File: src/rtl/flit_sink_rr.sv
// Multi-VC flit sink: per-VC FIFOs drained round-robin under an LFSR throttle, with credit return,
// framing checks, saturating statistics and sticky errors. Define FLIT_SINK_SEQ_CHECK_EN for head sequence checking.
module flit_sink_rr #(
    parameter int          num_vcs            = 4,
    parameter int          buffer_size_per_vc = 4,
    parameter int          flit_data_width    = 64,
    parameter int          consume_rate       = 1024,
    parameter logic [15:0] lfsr_seed          = 16'hACE1,
    parameter int          max_payload_length = 4,
    parameter int          count_width        = 32,
    localparam int         vc_idx_width       = (num_vcs > 1) ? $clog2(num_vcs) : 1
) (
    input  logic                       clk,
    input  logic                       reset,
    input  logic                       flit_valid_in,
    input  logic [vc_idx_width-1:0]    flit_vc_in,
    input  logic                       flit_head_in,
    input  logic                       flit_tail_in,
    input  logic [flit_data_width-1:0] flit_data_in,
    output logic                       flow_ctrl_valid_out,
    output logic [vc_idx_width-1:0]    flow_ctrl_vc_out,
    output logic [count_width-1:0]     pkt_count,
    output logic [count_width-1:0]     flit_count,
    output logic [3:0]                 error_code,
    output logic                       error
);

    localparam int ptr_width   = (buffer_size_per_vc > 1) ? $clog2(buffer_size_per_vc) : 1;
    localparam int occ_width   = $clog2(buffer_size_per_vc + 1);
    localparam int body_width  = $clog2(max_payload_length + 2);
    localparam int entry_width = flit_data_width + 2;

    localparam logic [0:0] IDLE = 1'b0;
    localparam logic [0:0] OPEN = 1'b1;

    localparam logic [body_width-1:0] body_limit = body_width'(max_payload_length);
    localparam logic [body_width-1:0] body_sat   = body_width'(max_payload_length + 1);

    logic [15:0]               lfsr_reg;
    logic                      consume;
    logic [num_vcs-1:0]        not_empty;
    logic [num_vcs-1:0]        overflow;
    logic [entry_width-1:0]    head_entry [num_vcs];
    logic [vc_idx_width-1:0]   rr_reg;
    logic [vc_idx_width-1:0]   winner;
    logic [vc_idx_width-1:0]   scan_vc;
    int                        scan_idx;
    logic                      any_ready;
    logic                      pop;
    logic [entry_width-1:0]    pop_entry;
    logic                      pop_head;
    logic                      pop_tail;
    logic [flit_data_width-1:0] pop_data;

    logic [0:0]                state_reg    [num_vcs];
    logic [body_width-1:0]     body_cnt_reg [num_vcs];
    logic [0:0]                state_next;
    logic [body_width-1:0]     body_next;
    logic                      err_no_head;
    logic                      err_nested;
    logic                      err_length;

    logic [3:0]                error_code_reg;
    logic [3:0]                error_code_next;
    logic                      error_reg;
    logic                      fc_valid_reg;
    logic [vc_idx_width-1:0]   fc_vc_reg;
    logic [count_width-1:0]    pkt_count_reg;
    logic [count_width-1:0]    flit_count_reg;

    // Fibonacci LFSR, taps 16,14,13,11; throttle decision uses the current value.
    always_ff @(posedge clk) begin
        if (!reset) begin
            lfsr_reg <= lfsr_seed;
        end else begin
            lfsr_reg <= {lfsr_reg[14:0], lfsr_reg[15] ^ lfsr_reg[13] ^ lfsr_reg[12] ^ lfsr_reg[10]};
        end
    end

    assign consume = ({22'd0, lfsr_reg[9:0]} < 32'(consume_rate));

    for (genvar gi = 0; gi < num_vcs; gi++) begin : g_vc
        logic [entry_width-1:0] mem_reg [buffer_size_per_vc];
        logic [ptr_width-1:0]   rd_ptr_reg;
        logic [ptr_width-1:0]   wr_ptr_reg;
        logic [occ_width-1:0]   occ_reg;
        logic                   sel;
        logic                   full;
        logic                   push_en;
        logic                   pop_en;

        assign sel             = flit_valid_in && (flit_vc_in == vc_idx_width'(gi));
        assign full            = (occ_reg == occ_width'(buffer_size_per_vc));
        assign pop_en          = pop && (winner == vc_idx_width'(gi));
        // A full FIFO still accepts a push when it is popped in the same cycle.
        assign push_en         = sel && (!full || pop_en);
        assign overflow[gi]    = sel && full && !pop_en;
        assign not_empty[gi]   = (occ_reg != '0);
        assign head_entry[gi]  = mem_reg[rd_ptr_reg];

        always_ff @(posedge clk) begin
            if (push_en) begin
                mem_reg[wr_ptr_reg] <= {flit_head_in, flit_tail_in, flit_data_in};
            end
        end

        always_ff @(posedge clk) begin
            if (!reset) begin
                rd_ptr_reg <= '0;
                wr_ptr_reg <= '0;
                occ_reg    <= '0;
            end else begin
                if (push_en) begin
                    wr_ptr_reg <= (wr_ptr_reg == ptr_width'(buffer_size_per_vc - 1)) ? '0 : wr_ptr_reg + 1'b1;
                end
                if (pop_en) begin
                    rd_ptr_reg <= (rd_ptr_reg == ptr_width'(buffer_size_per_vc - 1)) ? '0 : rd_ptr_reg + 1'b1;
                end
                if (push_en && !pop_en) begin
                    occ_reg <= occ_reg + 1'b1;
                end else if (pop_en && !push_en) begin
                    occ_reg <= occ_reg - 1'b1;
                end
            end
        end
    end

    always_comb begin
        winner    = rr_reg;
        any_ready = 1'b0;
        scan_idx  = 0;
        scan_vc   = '0;
        for (int i = 0; i < num_vcs; i++) begin
            scan_idx = (int'(rr_reg) + i) % num_vcs;
            scan_vc  = vc_idx_width'(scan_idx);
            if (!any_ready && not_empty[scan_vc]) begin
                any_ready = 1'b1;
                winner    = scan_vc;
            end
        end
    end

    assign pop       = consume && any_ready;
    assign pop_entry = head_entry[winner];
    assign pop_head  = pop_entry[entry_width-1];
    assign pop_tail  = pop_entry[entry_width-2];
    assign pop_data  = pop_entry[flit_data_width-1:0];

`ifdef FLIT_SINK_SEQ_CHECK_EN
    logic [7:0] seq_reg [num_vcs];

    always_ff @(posedge clk) begin
        if (!reset) begin
            for (int i = 0; i < num_vcs; i++) begin
                seq_reg[i] <= '0;
            end
        end else if (pop && pop_tail) begin
            seq_reg[winner] <= seq_reg[winner] + 1'b1;
        end
    end
`endif

    always_comb begin
        state_next  = state_reg[winner];
        body_next   = body_cnt_reg[winner];
        err_no_head = 1'b0;
        err_nested  = 1'b0;
        err_length  = 1'b0;
        if (pop) begin
            if (state_reg[winner] == IDLE) begin
                if (pop_head) begin
                    state_next = pop_tail ? IDLE : OPEN;
                    body_next  = '0;
                end else begin
                    err_no_head = 1'b1;
                end
            end else if (pop_head) begin
                // A head inside an open packet abandons the old one and starts afresh.
                err_nested = 1'b1;
                state_next = pop_tail ? IDLE : OPEN;
                body_next  = '0;
            end else begin
                if (body_cnt_reg[winner] != body_sat) begin
                    body_next = body_cnt_reg[winner] + 1'b1;
                end
                err_length = (body_next > body_limit);
                if (pop_tail) begin
                    state_next = IDLE;
                end
            end
        end
`ifdef FLIT_SINK_SEQ_CHECK_EN
        if (pop && pop_head && (pop_data[7:0] != seq_reg[winner])) begin
            err_length = 1'b1;
        end
`endif
    end

    assign error_code_next = error_code_reg | {err_length, err_nested, err_no_head, |overflow};

    always_ff @(posedge clk) begin
        if (!reset) begin
            rr_reg         <= '0;
            fc_valid_reg   <= 1'b0;
            fc_vc_reg      <= '0;
            pkt_count_reg  <= '0;
            flit_count_reg <= '0;
            error_code_reg <= '0;
            error_reg      <= 1'b0;
            for (int i = 0; i < num_vcs; i++) begin
                state_reg[i]    <= IDLE;
                body_cnt_reg[i] <= '0;
            end
        end else begin
            error_code_reg <= error_code_next;
            error_reg      <= |error_code_next;
            fc_valid_reg   <= pop;
            if (pop) begin
                fc_vc_reg            <= winner;
                rr_reg               <= (winner == vc_idx_width'(num_vcs - 1)) ? '0 : winner + 1'b1;
                state_reg[winner]    <= state_next;
                body_cnt_reg[winner] <= body_next;
                if (flit_count_reg != '1) begin
                    flit_count_reg <= flit_count_reg + 1'b1;
                end
                if (pop_tail && (pkt_count_reg != '1)) begin
                    pkt_count_reg <= pkt_count_reg + 1'b1;
                end
            end
        end
    end

    assign flow_ctrl_valid_out = fc_valid_reg;
    assign flow_ctrl_vc_out    = fc_vc_reg;
    assign pkt_count           = pkt_count_reg;
    assign flit_count          = flit_count_reg;
    assign error_code          = error_code_reg;
    assign error               = error_reg;

endmodule

File: config.mk
export PLATFORM = sky130hd
export DESIGN_NAME = flit_sink_rr
export DESIGN_NICKNAME = d
export VERILOG_FILES = /design/src/rtl/flit_sink_rr.sv
export SDC_FILE = /design/constraint.sdc
export NUM_CORES = 1
export LEC_CHECK = 0
export ABC_AREA = 1
export BUFFER_PORTS_ARGS = -buffer_cell sky130_fd_sc_hd__buf_2
export CORE_MARGIN = 2
export CORE_UTILIZATION = 44
export DETAILED_ROUTE_END_ITERATION = 8
export PLACE_DENSITY = 0.67
export SLEW_MARGIN = 20
export SYNTH_ARGS = -nofsm -noshare
export SYNTH_HDL_FRONTEND = slang
export SYNTH_SLANG_ARGS = --single-unit
File: constraint.sdc
create_clock -name clk -period 2.95 [get_ports clk]
set_clock_uncertainty 0.05 [all_clocks]
set_input_delay 0.59 -clock clk [delete_from_list [all_inputs] [get_ports clk]]
set_output_delay 0.59 -clock clk [all_outputs]
set_load 0.05 [all_outputs]
==> results of run 1 <==
==> layout by cell type (no fill, tap or decap), drive strengths merged, types with 7 or more instances in the layout <==
| cell | Yosys | layout |
|---|---|---|
| nand2 | 244 | 244 |
| buf | 8 | 152 |
| inv | 147 | 149 |
| nor2 | 118 | 118 |
| dfxtp | 113 | 113 |
| a21oi | 81 | 81 |
| o21ai | 80 | 80 |
| nand3 | 50 | 50 |
| edfxtp | 45 | 45 |
| nor3 | 45 | 45 |
| ha | 32 | 32 |
| clkbuf | 13 | 24 |
| nand4 | 19 | 19 |
| xor2 | 13 | 13 |
| nor4 | 7 | 7 |
| clkinv | 1 | 7 |
==> layout make-up <==
class                   count  area share
inverters                 148      0.0557
multi-input cells         740       0.419
well taps                 229      0.0275
clock buffers              23      0.0501
repair buffers            153      0.0952
clock inverters             9     0.00492
flip-flops and latches    158       0.347
==> worst max-delay path by stage <==
stage                                     to  slack [ps]  depth (start not counted)
after global placement    body_cnt_reg[1][1]         -70                         18
after detailed placement  g_vc[1].occ_reg[2]        -120                         21
after CTS                 g_vc[3].occ_reg[2]           4                         21
final                     g_vc[0].occ_reg[2]         -80                         22
after global routing      g_vc[3].occ_reg[2]        -300                         22
after floorplan           g_vc[1].occ_reg[2]         -40                         24
==> through the flow <==
step	std cells	hold WS [ps]	setup TNS, ps	util
final	1460	432	-348	0.574
after global routing	1460	466	-7400	0.574
after CTS	1445	435	0	0.546
after detailed placement	1409	424	-871	0.511
after global placement	1409	418	-538	0.511
after floorplan	1067	402	-70.3	-
==> routing by layer <==
layer | wire (um) | share of wire | vias to the layer above
met5 | 0 | 0 | -
met4 | 286 | 0.015 | 0
met3 | 830 | 0.043 | 26
met2 | 9360 | 0.48 | 151
met1 | 9050 | 0.46 | 3470
li1 | - | - | 3838
==> power by group <==
group	internal (mW)	total [mW]	switching (mW)
clock	1.24	2.09	0.846
combinational	2.66	7.05	4.39
sequential	2.63	2.81	0.177
total	6.54	11.9	5.41
==> logic make-up (layout without fill, tap and decap cells) <==
family          after synthesis  in the layout  synth area share
simple gates                495            495             0.269
xor+xnor                     19             19            0.0203
buf+inv                     169            333            0.0821
compound gates              190            190             0.131
flops                       158            158             0.440
fa+ha+maj                    36             36            0.0585
==> worst max-delay path, delay by kind of cell (launching register included) <==
family                   cells  cell delay, ps
buffers and inverters        5             430
adder cells (fa/ha/maj)      3             590
AND/OR/NAND/NOR             10            1050
AO/OA/AOI/OAI                4             420
flip-flops                   1             350
==> repair_timing <==
action / in CTS / in global routing
endpoints found under the hold margin: 0 / 0
resized for setup: 18 / 96
buffers inserted: 5 / 15
setup endpoints to repair: 14 / 39
pin swaps: 17 / 40
==> cells in the mapped netlist, drive strengths merged (5+ instances only) <==
master / count / area share
buf: 8 / 0.0079
nand4: 19 / 0.014
edfxtp: 45 / 0.16
nand3: 50 / 0.034
a21oi: 81 / 0.051
nor3: 45 / 0.028
dfxtp: 113 / 0.28
nor2: 118 / 0.059
a211oi: 6 / 0.0055
nand2: 244 / 0.12
nor4: 7 / 0.0053
ha: 32 / 0.049
clkbuf: 13 / 0.0059
xnor2: 6 / 0.0064
inv: 147 / 0.068
o21ai: 80 / 0.051
xor2: 13 / 0.014
nor3b: 5 / 0.0046
o22ai: 6 / 0.0046
==> flow_summary.toml, run 1 <==
[timing]
finalHoldViolCount = 0
drv_slew = 0
timing.fmax_mhz = 330
setup_viol = 8
relSlewSlack = 0.499
post-route-period-util = 1.03
rsz0062_at_grt = "yes"
worst_slew_pin_slew_ps = 752
layout_setup_ws_ps = -77.4
min_period_ps = 3030

[grt]
grt_use_met1 = 0.254
antenna_found_initial = 0
grt_max_degree = 74
use_met3 = 0.0486
gr-usage-met2 = 0.322
grt_pass1_wl_mm = 31.4
grt_pass1_vias = 6747
track_usage = 0.194
grt_overflow = 0
busiest_layer = "met2"

[cells_and_area]
n_fill_cell = 1588
drive_gt1_frac = 0.253
fin_nets = 1325
area_delta_synth_final_pct = 26.8
multi_input_area_um2 = 4370
regArea_um2 = 3620
design_area_um2 = 10400
antenna_cells = 0

[drt]
drt_iter0_markers = 426
num_vias = 7485
antenna_left = 0
wirelength_mm = 19.5
drc = 0
routedWlPerCell_um = 13.4
drtPass1Iterations = 5
via_per_inst = 5.13

[yosys]
yosysUniqueCellTypes = 50
syn_nets = 1174
synth-seq-area-share = 0.440
postSynthAreaPerCell_um2 = 7.70
synthArstFlopShare = 0
ys_warn_count = 0
synth-main-ff-cell = "dfxtp_1"
synth_edf_count = 45
ys_ff_latch = 158
synth_area_um2 = 8220
syn_inst = 1067

[worst_hold_path]
hold_class = "reg -> reg"
hold_depth = 2
hp-start = "flow_ctrl_vc_out[0]"
hold_end = "flow_ctrl_vc_out[0]"

[critical_path]
slowest_delay_ps = 350
crit_path_max_fanout = 7
reg2reg_to = "g_vc[0].occ_reg[2]"
reg2reg_depth = 22
cp.arrival_ps = 3280
r2r-start = "rr_reg[0]"
startpoint = "rr_reg[0]"
crit_path_frequent_cell = "nand2_4"
rrSetupSlack_ps = -80
crit_slowest_cell = "dfxtp_4"
worstSetupStartpointType = "flop"
end_kind = "flop"
cp.required_ps = 3210
path_cells = "buf_12, clkinv_8, nand2_4, nand2_4, nand3_4, nand2_4, nor2_4, nand4_1, nand2_4, buf_6, ha_4, nand2_2, nand2_2, nand2_2, inv_2, ha_4, inv_4, fa_2, a21oi_2, o21ai_1, o21ai_1, a21oi_1"
path_class = "reg -> reg"

[pwr]
power_mw = 11.9
p_leak_nw = 4.29
ir_drop_v = 0.000760
powerDensity_nw_per_um2 = 1150

[die]
start_util = 0.453
row_count = 49
fp.coreArea_um2 = 18100
dieHeight_um = 141
pin_count = 143
dieWidth_um = 141
die-area_um2 = 19800

[job]
max_cap_viol_count = 0

[place]
pre_cts_slack_ps = -116
dp_hpwl_mm = 13.6
gp_congestion = 0.863
placed_area_um2 = 9270
port_buffers = 78

[clocking]
hold_buffers = 0
path_clk_slew_ps = 60
cts_buffer_depth = 2
root_buffer = "clkbuf_16"
cts_tree = "done"
cts-htree-levels = 4
cts_sinks = 158
clkLatencyLatePin_ps = 420
cts-buffers-inserted = 17

[status]
violations = "setup timing"
outcome = "finished with violations"
Power figures use the tool's default switching activity.
==> run 2: changes to the inputs <==
--- a/config.mk
+++ b/config.mk
@@ -10,8 +10,9 @@
 export CORE_MARGIN = 2
 export CORE_UTILIZATION = 44
 export DETAILED_ROUTE_END_ITERATION = 8
+export GPL_TIMING_DRIVEN = 0
 export PLACE_DENSITY = 0.67
-export SLEW_MARGIN = 20
+export SLEW_MARGIN = 30
 export SYNTH_ARGS = -nofsm -noshare
 export SYNTH_HDL_FRONTEND = slang
 export SYNTH_SLANG_ARGS = --single-unit
==> constraint.sdc (replaced) <==
create_clock -name clk -period 2.95 [get_ports clk]
set_clock_uncertainty 0.05 [all_clocks]
set_input_delay 0.4425 -clock clk [delete_from_list [all_inputs] [get_ports clk]]
set_output_delay 0.4425 -clock clk [all_outputs]
set_load 0.05 [all_outputs]
==> run 2 against run 1 <==
Effect of this change: register-to-register slack got worse by 70 ps; critical path type unchanged; the flow still finishes with violations (setup timing); sequential power increased by 2%; critical endpoint is now g_vc[3].occ_reg[2]; power increased by 8.7%; largest cell class unchanged.
==> flow_summary.toml, run 2 (synthesized netlist as in run 1, its figures left out) <==
[critical_path]
crit_path_max_fanout = 5
crit_slowest_cell = "dfxtp_2"
r2r-start = "g_vc[3].occ_reg[0]"
rrSetupSlack_ps = -150
cp.required_ps = 3220
cp.arrival_ps = 3370
path_class = "reg -> reg"
crit_path_frequent_cell = "nand2_2"
reg2reg_to = "g_vc[3].occ_reg[2]"
end_kind = "flop"
reg2reg_depth = 21
worstSetupStartpointType = "flop"
cp_num_buf_inv = 2
slowest_delay_ps = 360
path_cells = "nor2_4, nand3_2, nand2_1, nand2_1, nand2_2, nand3_2, nand3_1, nand2_4, a21oi_4, ha_4, nand2_2, nand2_2, nand2_4, inv_2, ha_4, inv_2, fa_2, a21oi_2, o21ai_1, o21ai_1, a21oi_1"
critPathTopFamily = "simple AND/OR/NAND/NOR gates"

[clocking]
clkLatencyLatePin_ps = 430
root_buffer = "clkbuf_16"
cts_sinks = 158
cts-buffers-inserted = 17
cts_tree = "done"
cts_buffer_depth = 2
hold_buffers = 0
cts-htree-levels = 4
path_clk_slew_ps = 70

[pwr]
comb_power_share = 0.609
switchingPower_mw = 6.04
ir_drop_v = 0.000605
powerDensity_nw_per_um2 = 1240
p_leak_nw = 4.23
swShare = 0.465
clockPowerShare = 0.170
p_int_mw = 6.95
pwr-share-seq = 0.222
power_mw = 13.0

[grt]
grt_use_met1 = 0.279
grt_pass1_vias = 7018
use_met3 = 0.0445
gr-usage-met2 = 0.354
grt_pass1_wl_mm = 33.7
busiest_layer = "met2"
grt_max_degree = 17
grt_overflow = 0
track_usage = 0.211
antenna_found_initial = 0

[cells_and_area]
fin_util = 0.578
n_fill_cell = 1632
fin_cells = 1448
design_area_um2 = 10500
area_delta_synth_final_pct = 27.8
drive_gt1_frac = 0.263
antenna_cells = 0
fin_nets = 1313
layout_commonest_cell = "nand2_1"
final_cell_mix = "nand2_1, inv_1, nor2_1"

[timing]
layout_setup_ws_ps = -149
drv_slew = 0
min_period_ps = 3100
setup_viol = 15
holdWs_ps = 373
setup_tns_ps = -1310
relSlewSlack = 0.499
post-route-period-util = 1.05
worst_slew_pin_slew_ps = 752
finalHoldViolCount = 0
rsz0062_at_grt = "yes"
timing.fmax_mhz = 323

[die]
start_util = 0.453
die-area_um2 = 19800
dieWidth_um = 141
fp.coreArea_um2 = 18100
pin_count = 143
row_count = 49
dieHeight_um = 141

[job]
max_cap_viol_count = 0

[worst_hold_path]
hp-start = "flit_head_in"
hold_class = "in -> reg"
hold_end = "g_vc[2].mem_reg[2][65]"
hold_depth = 1

[drt]
num_vias = 7582
via_per_inst = 5.24
antenna_left = 0
routedWlPerCell_um = 14.8
drt_iter0_markers = 466
wirelength_mm = 21.4
drtPass1Iterations = 5
drc = 0

[place]
dp_hpwl_mm = 14.6
pre_cts_slack_ps = -604
dp.cells = 1373
placed_area_um2 = 8960
port_buffers = 77
gp_congestion = 0.893

[status]
outcome = "finished with violations"
violations = "setup timing"
[run 2: changes by cell type in the layout (fill, tap and decap cells not counted), moves of 4 or more]
| cell | change |
|---|---|
| nand2_1 | -17 |
| o21ai_2 | +6 |
| buf_6 | +4 |
| inv_1 | -7 |
| nand3_2 | -5 |
| dfxtp_2 | +8 |
| nand2_4 | +14 |
| clkinv_4 | +4 |
| clkbuf_1 | +10 |
| dfxtp_1 | -8 |
| buf_4 | -30 |
| o21ai_0 | -6 |
[run 2: worst reg2reg max path, stage by stage, from the launching register on]
cell and delay (ps):
dfxtp_2 360, nor2_4 170, nand3_2 110, nand2_1 100
nand2_1 70, nand2_2 110, nand3_2 100, nand3_1 160
nand2_4 90, a21oi_4 280, ha_4 180, nand2_2 70
nand2_2 110, nand2_4 50, inv_2 70, ha_4 120
inv_2 40, fa_2 340, a21oi_2 130, o21ai_1 90
o21ai_1 130, a21oi_1 70
[run 2: worst max-delay path by stage]
stage	from	to	slack, ps	cells after the start
4_1_cts	rr_reg[0]	g_vc[3].occ_reg[2]	-60	21
5_1_grt	g_vc[3].occ_reg[0]	g_vc[2].occ_reg[2]	-310	21
2_1_floorplan	rr_reg[0]	g_vc[1].occ_reg[2]	-40	24
6_report	g_vc[3].occ_reg[0]	g_vc[3].occ_reg[2]	-150	21
3_5_place_dp	rr_reg[0]	g_vc[3].occ_reg[2]	-600	19
3_3_place_gp	rr_reg[0]	g_vc[3].occ_reg[2]	-540	19
[run 2: layer usage]
layer  routed length (um)  vias up  part of all wire
li1                     -     3815                 -
met1                 9640     3576              0.45
met2                10500      157              0.49
met3                  894       34             0.042
met4                  368        0             0.017
met5                    0        -                 0
[run 2: cell type report]
type                       instances  area, um2  share of cell area
multi-input combinational        740       4520               0.431
inverter                         148        603              0.0574
buffer                            20        123              0.0117
clock buffer                      17        425              0.0405
timing repair buffer             121        746              0.0710
tap                              229        287              0.0273
sequential                       158       3630               0.346
clock inverter                    15        161              0.0154
[run 2: power by group through the flow]
stage | clock, mW | combinational, mW | sequential (mW)
detailed placement | 0 | 5.18 | 2.86
global placement | 0 | 5.10 | 2.86
CTS | 2.23 | 6.35 | 2.84
floorplan | 0 | 3.80 | 3.06
global route | 2.32 | 8.55 | 2.92
finish | 2.20 | 7.91 | 2.88
[run 2: repair_timing]
| action | in CTS | in global routing |
|---|---|---|
| pin swaps | 36 | 57 |
| cloned | 1 | 0 |
| gates resized for setup | 81 | 106 |
| setup buffers | 29 | 15 |
| setup endpoints to repair | 24 | 24 |
==> run 3: changes to the inputs <==
--- a/config.mk
+++ b/config.mk
@@ -8,10 +8,10 @@
 export ABC_AREA = 1
 export BUFFER_PORTS_ARGS = -buffer_cell sky130_fd_sc_hd__buf_2
 export CORE_MARGIN = 2
-export CORE_UTILIZATION = 44
+export CORE_UTILIZATION = 25
 export DETAILED_ROUTE_END_ITERATION = 8
 export GPL_TIMING_DRIVEN = 0
-export PLACE_DENSITY = 0.67
+export PLACE_DENSITY = 0.42
 export SLEW_MARGIN = 30
 export SYNTH_ARGS = -nofsm -noshare
 export SYNTH_HDL_FRONTEND = slang
==> run 3 against run 2 <==
Effect of this change: the run still ends with setup timing left; setup slack got worse by 12 ps; clock power grew 2%; sequential share of layout area decreased by 1.7 points; clock-buffer cell count is the same; highest routed layer unchanged.
==> flow_summary.toml, run 3 (synthesized netlist as in run 1, its figures left out) <==
[clocking]
cts_buffer_depth = 2
cts-htree-levels = 4
root_buffer = "clkbuf_16"
clkLatencyLatePin_ps = 440
cts_sinks = 158
cts-buffers-inserted = 17
path_clk_slew_ps = 70
cts_tree = "done"

[die]
fp.coreArea_um2 = 32500
die-area_um2 = 34300
start_util = 0.253
dieWidth_um = 185
row_count = 66
pin_count = 143
dieHeight_um = 185

[drt]
wirelength_mm = 24.1
drt_iter0_markers = 330
routedWlPerCell_um = 14.4
antenna_left = 0
drc = 0
via_per_inst = 4.39
drtPass1Iterations = 4
num_vias = 7374

[grt]
grt_max_degree = 17
grt_pass1_wl_mm = 38.6
grt_pass1_vias = 7187
antenna_found_initial = 0
grt_overflow = 0
track_usage = 0.145

[critical_path]
crit_slowest_cell = "fa_2"
critPathTopFamily = "simple AND/OR/NAND/NOR gates"
path_class = "reg -> reg"
cp.required_ps = 3220
path_cells = "buf_12, buf_6, nand3_4, nand2_2, nand2_2, nand2_4, nand3_4, nand2_2, nand2_2, nand2_4, a21oi_4, buf_6, ha_4, nand2_4, nand2_4, nand2_4, inv_4, ha_4, inv_4, fa_2, a21oi_2, o21ai_2, o21ai_1, a21oi_1"
crit_path_frequent_cell = "nand2_4"
reg2reg_to = "g_vc[3].occ_reg[2]"
crit_path_max_fanout = 8
reg2reg_depth = 24
cp_num_buf_inv = 5
end_kind = "flop"
r2r-start = "rr_reg[0]"
worstSetupStartpointType = "flop"
slowest_delay_ps = 410
rrSetupSlack_ps = -160
cp.arrival_ps = 3380

[cells_and_area]
fin_nets = 1331
n_fill_cell = 3416
drive_gt1_frac = 0.280
final_cell_mix = "nand2_1, inv_1, nor2_1"
antenna_cells = 0
area_delta_synth_final_pct = 34.6
fin_util = 0.341
layout_commonest_cell = "nand2_1"
design_area_um2 = 11100

[pwr]
power_mw = 13.6
p_leak_nw = 4.36
powerDensity_nw_per_um2 = 1230
ir_drop_v = 0.000674

[timing]
setup_viol = 14
min_period_ps = 3110
drv_slew = 0
relSlewSlack = 0.431
finalHoldViolCount = 0
setup_tns_ps = -759
layout_setup_ws_ps = -161
worst_slew_pin_slew_ps = 854
timing.fmax_mhz = 321
rsz0062_at_grt = "yes"
holdWs_ps = 367
post-route-period-util = 1.05

[status]
outcome = "finished with violations"
violations = "setup timing"

[job]
max_cap_viol_count = 0

[place]
gp_congestion = 0.788
placed_area_um2 = 9220
port_buffers = 77
dp_hpwl_mm = 17.3

[worst_hold_path]
hp-start = "flit_head_in"
hold_end = "g_vc[3].mem_reg[2][65]"
hold_class = "in -> reg"
hold_depth = 1
[run 3: cell count changes in the layout (fill, tap and decap cells not counted), moves of 3 or more]
cell / previous run / this run
buf_4: 36 / 48
nand2_4: 22 / 27
nand3_1: 33 / 27
nand2_1: 187 / 182
nand3_4: 8 / 12
inv_2: 13 / 10
buf_6: 11 / 16
[run 3: timing repair]
| action | 4_1_cts | 5_1_grt |
|---|---|---|
| buffers inserted | 49 | 15 |
| pin swaps | 61 | 55 |
| endpoints found under the setup margin | 38 | 45 |
| hold buffers | 0 | 0 |
| gates resized for setup | 127 | 92 |
[run 3: how the worst max path moves through the flow]
| stage | from | to | cells past startpoint | slack, ps |
|---|---|---|---|---|
| floorplan | rr_reg[0] | g_vc[1].occ_reg[2] | 24 | -40 |
| global placement | rr_reg[0] | g_vc[3].occ_reg[2] | 19 | -690 |
| detailed placement | rr_reg[0] | g_vc[3].occ_reg[2] | 19 | -740 |
| CTS | rr_reg[0] | g_vc[1].occ_reg[2] | 23 | -50 |
| global route | rr_reg[0] | g_vc[3].occ_reg[2] | 23 | -340 |
| finish | rr_reg[0] | g_vc[3].occ_reg[2] | 24 | -160 |
[run 3: through the flow]
step / setup WS [ps] / cells
2_1_floorplan: -35.3 / 1067
3_3_place_gp: -690 / 1586
3_5_place_dp: -742 / 1586
4_1_cts: -51.5 / 1666
5_1_grt: -344 / 1679
6_report: -161 / 1679
[run 3: worst register-to-register path: stages (launching register included)]
cell	delay (ps)
dfxtp_2	330
buf_12	150
buf_6	130
nand3_4	90
nand2_2	70
nand2_2	80
nand2_4	80
nand3_4	100
nand2_2	70
nand2_2	80
nand2_4	60
a21oi_4	200
buf_6	130
ha_4	130
nand2_4	60
nand2_4	70
nand2_4	50
inv_4	70
ha_4	130
inv_4	40
fa_2	410
a21oi_2	180
o21ai_2	80
o21ai_1	120
a21oi_1	60
[run 3: cell type report]
cell class	instances	area (um2)	share of cell area
Timing Repair Buffer	139	907	0.0821
Tap cell	442	553	0.0500
Multi-Input combinational cell	740	4630	0.419
Buffer	20	138	0.0124
Sequential cell	158	3630	0.328
Clock inverter	15	161	0.0146
Clock buffer	17	425	0.0385
Inverter	148	612	0.0553
[run 3: metal layers]
metal  GRT usage  wire [um]  vias to the layer above
li1            -          -                     3854
met1       0.187      11400                     3406
met2       0.242      11600                       96
met3      0.0320        851                       18
met4      0.0390        263                        0
met5           0          0                        -
[run 3: power breakdown]
part	internal (mW)	switching (mW)	leakage [nW]
Combinational	3.48	5.03	2.73
Clock	1.26	0.986	0.279
Sequential	2.64	0.222	1.35
Total	7.37	6.24	4.36
